[src/rtl/prog_mem_responder.sv]
// ============================================================================
// Module      : prog_mem_responder
// Description : 16x8 program/data memory serving the core's fetch, load and
//               store requests over a req/ack handshake, with a byte-stream
//               loader port that downloads a program starting at address 0.
// Revision    : 1.0 - initial release
// ============================================================================
`default_nettype none

module prog_mem_responder #(
  parameter int DEPTH       = 16,
  parameter int AW          = 4,
  parameter int DW          = 8,
  parameter int WAIT_CYCLES = 1
) (
  input  logic          clk,
  input  logic          rst_n,
  input  logic          cpu_req,
  input  logic          cpu_we,
  input  logic [AW-1:0] cpu_addr,
  input  logic [DW-1:0] cpu_wdata,
  output logic          cpu_ack,
  output logic [DW-1:0] cpu_rdata,
  input  logic          load_start,
  input  logic          load_valid,
  input  logic [DW-1:0] load_data,
  output logic          load_ready,
  output logic          load_done,
  output logic          busy
);

  typedef enum logic [1:0] {
    S_IDLE = 2'd0,
    S_LOAD = 2'd1,
    S_WAIT = 2'd2,
    S_ACK  = 2'd3
  } state_t;

  // Counter is at least one bit wide so WAIT_CYCLES=0 still elaborates.
  localparam int              c_CW        = (WAIT_CYCLES < 2) ? 1 : $clog2(WAIT_CYCLES + 1);
  localparam logic [c_CW-1:0] c_WAIT_INIT = c_CW'(WAIT_CYCLES);
  localparam logic [c_CW-1:0] c_CNT_ONE   = c_CW'(1);
  localparam logic [AW-1:0]   c_LAST      = AW'(DEPTH - 1);

  state_t          r_state;
  logic [DW-1:0]   r_mem [DEPTH];
  logic [AW-1:0]   r_ptr;
  logic [c_CW-1:0] r_cnt;
  logic            r_we;
  logic [AW-1:0]   r_addr;
  logic [DW-1:0]   r_wdata;
  logic            r_ack;
  logic [DW-1:0]   r_rdata;
  logic            r_load_ready;
  logic            r_load_done;
  logic            r_busy;

  // Control FSM, memory array and all registered outputs. The memory is
  // cleared by reset so an un-downloaded program decodes as HALT/NOP.
  always_ff @(posedge clk or negedge rst_n) begin
    if (!rst_n) begin
      r_state      <= S_IDLE;
      r_ptr        <= '0;
      r_cnt        <= '0;
      r_we         <= 1'b0;
      r_addr       <= '0;
      r_wdata      <= '0;
      r_ack        <= 1'b0;
      r_rdata      <= '0;
      r_load_ready <= 1'b0;
      r_load_done  <= 1'b0;
      r_busy       <= 1'b0;
      for (int i = 0; i < DEPTH; i++) begin
        r_mem[i] <= '0;
      end
    end else begin
      // ack is a single-cycle pulse unless re-asserted below
      r_ack <= 1'b0;
      unique case (r_state)
        S_IDLE: begin
          // a download request takes priority over a pending CPU access
          if (load_start) begin
            r_state      <= S_LOAD;
            r_ptr        <= '0;
            r_load_done  <= 1'b0;
            r_load_ready <= 1'b1;
            r_busy       <= 1'b1;
          end else if (cpu_req) begin
            r_we    <= cpu_we;
            r_addr  <= cpu_addr;
            r_wdata <= cpu_wdata;
            r_busy  <= 1'b1;
            if (WAIT_CYCLES == 0) begin
              // zero wait: this edge is the ACK entry edge, commit directly
              r_state <= S_ACK;
              r_ack   <= 1'b1;
              if (cpu_we) begin
                r_mem[cpu_addr] <= cpu_wdata;
              end else begin
                r_rdata <= r_mem[cpu_addr];
              end
            end else begin
              r_state <= S_WAIT;
              r_cnt   <= c_WAIT_INIT;
            end
          end
        end
        S_LOAD: begin
          if (load_start) begin
            r_ptr <= '0;
          end else if (load_valid && r_load_ready) begin
            r_mem[r_ptr] <= load_data;
            r_ptr        <= r_ptr + AW'(1);
            // completion keys off the last index, not the pointer wrap
            if (r_ptr == c_LAST) begin
              r_load_ready <= 1'b0;
              r_load_done  <= 1'b1;
              r_state      <= S_IDLE;
              r_busy       <= 1'b0;
            end
          end
        end
        S_WAIT: begin
          r_cnt <= r_cnt - c_CNT_ONE;
          if (r_cnt <= c_CNT_ONE) begin
            // edge into ACK: commit store or capture read data
            r_state <= S_ACK;
            r_ack   <= 1'b1;
            if (r_we) begin
              r_mem[r_addr] <= r_wdata;
            end else begin
              r_rdata <= r_mem[r_addr];
            end
          end
        end
        S_ACK: begin
          r_state <= S_IDLE;
          r_busy  <= 1'b0;
        end
        default: begin
          r_state <= S_IDLE;
          r_busy  <= 1'b0;
        end
      endcase
    end
  end

  assign cpu_ack    = r_ack;
  assign cpu_rdata  = r_rdata;
  assign load_ready = r_load_ready;
  assign load_done  = r_load_done;
  assign busy       = r_busy;

endmodule

`default_nettype wire

[config.mk]
export PLATFORM = sky130hd
export DESIGN_NAME = prog_mem_responder
export DESIGN_NICKNAME = d
export VERILOG_FILES = /design/src/rtl/prog_mem_responder.sv
export SDC_FILE = /design/constraint.sdc
export NUM_CORES = 1
export LEC_CHECK = 0
export CELL_PAD_IN_SITES_DETAIL_PLACEMENT = 1
export CELL_PAD_IN_SITES_GLOBAL_PLACEMENT = 2
export CORE_MARGIN = 2
export CORE_UTILIZATION = 35
export CTS_BUF_LIST = sky130_fd_sc_hd__clkbuf_4 sky130_fd_sc_hd__clkbuf_8 sky130_fd_sc_hd__clkbuf_16
export CTS_CLUSTER_DIAMETER = 200
export DETAILED_ROUTE_END_ITERATION = 12
export DONT_BUFFER_PORTS = 1
export PLACE_DENSITY_LB_ADDON = 0.1
export SLEW_MARGIN = 10
export SYNTH_ARGS = -nofsm -noshare
export SYNTH_HDL_FRONTEND = slang
export SYNTH_SLANG_ARGS = --single-unit
[constraint.sdc]
create_clock -name clk -period 2.7 [get_ports clk]
set_clock_uncertainty 0.2 [all_clocks]
set_input_delay 0.54 -clock clk [delete_from_list [all_inputs] [get_ports clk]]
set_output_delay 0.54 -clock clk [all_outputs]
set_load 0.005 [all_outputs]
==> metrics <==
DRC=0; htree depth=4; reg2reg path depth=7; final setup fails=0; Final Power=0.009814 W; status=complete, but fails checks; Crit Path Class=reg -> reg; DIE WIDTH=163.1 um; Final Cycle Share=93.24%; Cells after DPL=1085; most common cell after layout, fill and taps aside=dfrtp_1; Fin Setup TNS=0 ns; Final min period=2.517 ns; GRT overflow=0; Least-Margin Pin Slew=0.6371 ns; initial antenna violation count=0; cells after synthesis=769; Core Area=25040 um2; Sw Share=40.91%; CTS Buffer Depth=2; Tot GR Track Use=24.20%; Comb pwr share=41.2%; total clock sinks=159; dpl hpwl=20170 um; Die Y=163.1 um; Slew Viols, Final=0; syn avg cell area=11.52 um2; Synthesis Warnings=0; Nets=809; clk slew on worst S/H paths=0.07 ns; Cell variety after synth=47; switching power=0.004015 W; area of the die=26600 um2; maximum VDD drop=0.4594 mV; post-detailed-route wirelength per cell=27.41 um; CTS Buf Count=17; Worst Path Required=2.82 ns; Synth Flop Type=dfrtp_1; Syn Nets=804; R2R setup slack=0.18 ns; clock insertion delay at the later pin of the skew report=0.44 ns; Routed Antenna Nets=0; failing checks=hold timing; non-filler cells, final=1117; most frequent cells in the layout=157 x dfrtp_1, 142 x o22ai_1, 100 x mux2_2; Crit Path Max Fanout=16; Post-synth EDFFs=0; DR iter-0 viols=400; num rows=58; n_diodes=0; worst hold slack=-0.4160 ns; post-synthesis sequential area ratio=44.91%; Worst setup SP type=flop; Hold Path Class=in -> async; Starting Density=35.39%; final hold vios=159; power per cell area=977.3 nW/um2; Int Power=0.005799 W; Rel. slew slack=57.53%; cell area after synthesis=8860 um2; vias in the first global route=7547; routed vias=6566; Clk pwr share=26.5%; ys async rst share=100.0%; Area Overhead vs Synth=13.35%; PortBufs=0; first-pass GRT wire length=47420 um; Detailed Route WL=30610 um; first drt pass iteration count=4; layout cells sized above 1=28.72%; Vias/cell=5.878; sequential cell area=3981 um2; number of synthesized register bits=159; RSZ-0062 raised after global routing=false; end of the worst register-to-register path=r_mem[98]$_DFFE_PN0P_; LEAKAGE=4.429 nW; Worst setup endpoint=r_mem[98]$_DFFE_PN0P_; RR Startpoint=r_state[1]$_DFFE_PN0P_; Root Buffer=clkbuf_16; largest net degree at the start of global routing=160; origin of the worst setup path=r_state[1]$_DFFE_PN0P_; CP endpoint kind=flop; CTS tree=done; multi-input logic area=4501 um2; MaxCap Viol Count=0; fill cell count=2669; Arrival @ worst endpoint=2.64 ns; GPL Wtd Cong=0.8407; Sequential Power Share=32.3%; I/O pin cnt=38; f_max=397.2 MHz
worst max-delay path, stage by stage, from the launching register on:
cell and delay, ns:
dfrtp_1 0.40, inv_1 0.11, ha_1 0.26, and2_1 0.21
a211oi_4 0.26, buf_12 0.22, and2_1 0.37, mux2_1 0.37
final cells by class:
class,instances,share of cell area (%)
flip-flops and latches,159,39.65
multi-input cells,527,44.82
clock buffers,18,4.311
clock inverters,14,1.807
inverters,6,0.2243
repair buffers,63,5.083
well taps,330,4.112
how the worst min path moves through the flow:
stage / from / endpoint / slack, ns
final: rst_n / cpu_ack$_DFF_PN0_ / -0.42
after detailed placement: rst_n / r_wdata[5]$_DFFE_PN0P_ / 0.05
after global routing: rst_n / r_wdata[5]$_DFFE_PN0P_ / -0.43
after floorplan: rst_n / busy$_DFFE_PN0P_ / 0.04
after global placement: rst_n / r_wdata[5]$_DFFE_PN0P_ / 0.05
after CTS: rst_n / r_wdata[5]$_DFFE_PN0P_ / -0.43
what timing repair did:
action	4_1_cts	5_1_grt
setup endpoints to repair	0	21
endpoints found under the hold margin	159	159
buffers inserted	0	0
gates resized for setup	0	3
cell usage after synthesis, drive strengths merged, types with 7 or more instances:
cell / number / share of area [%]
dfrtp: 159 / 45
mux2: 143 / 18
o22ai: 142 / 10
mux2i: 66 / 7.7
buf: 43 / 2.7
clkbuf: 34 / 1.5
nand2: 30 / 1.6
nor2: 18 / 0.76
o21ai: 13 / 0.73
nand2b: 11 / 0.78
nand3b: 11 / 0.93
a31oi: 9 / 0.64
ha: 9 / 1.3
nand3: 9 / 0.51
mux4: 8 / 2.0
a221oi: 7 / 0.69
through the flow:
step	setup WS (ns)	area, um2	util [%]
after CTS	0.09393	10040	40.10
after global placement	0.2216	9424	37.64
final	0.1825	10040	40.11
after floorplan	0.3337	8860	-
after detailed placement	0.1014	9424	37.64
after global routing	0.07816	10040	40.11
kinds of logic after synthesis:
kind of cell	synth area share [%]
AOI/OAI and AO/OA	13.33
muxes	27.95
and+or+nand+nor	8.177
adders and majority gates	1.271
DFF	44.91
buffers and inverters	4.364
power groups by stage:
stage	sequential [W]	clock [W]	combinational [W]
2_1_floorplan	0.00296	0	0.00273
3_3_place_gp	0.00318	0	0.00393
3_5_place_dp	0.00321	0	0.00402
4_1_cts	0.00316	0.00265	0.00403
5_1_grt	0.00322	0.00275	0.00432
6_report	0.00317	0.00260	0.00405
routing by layer:
metal	GRT usage (%)	wire length (um)	vias up
met3	3.428	1327	29
met4	8.447	477	0
met2	39.81	15070	112
met5	0	0	-
met1	32.71	13740	3475
li1	-	-	2950
registers in the layout, summed over array words and instances, names as in the netlist:
name	flops
r_we	1
cpu_rdata	8
busy	1
load_done	1
r_wdata	8
r_addr	4
load_ready	1
cpu_ack	1
r_mem	128
r_state	2
r_ptr	4
No activity file was read; power rests on OpenSTA's default activity.
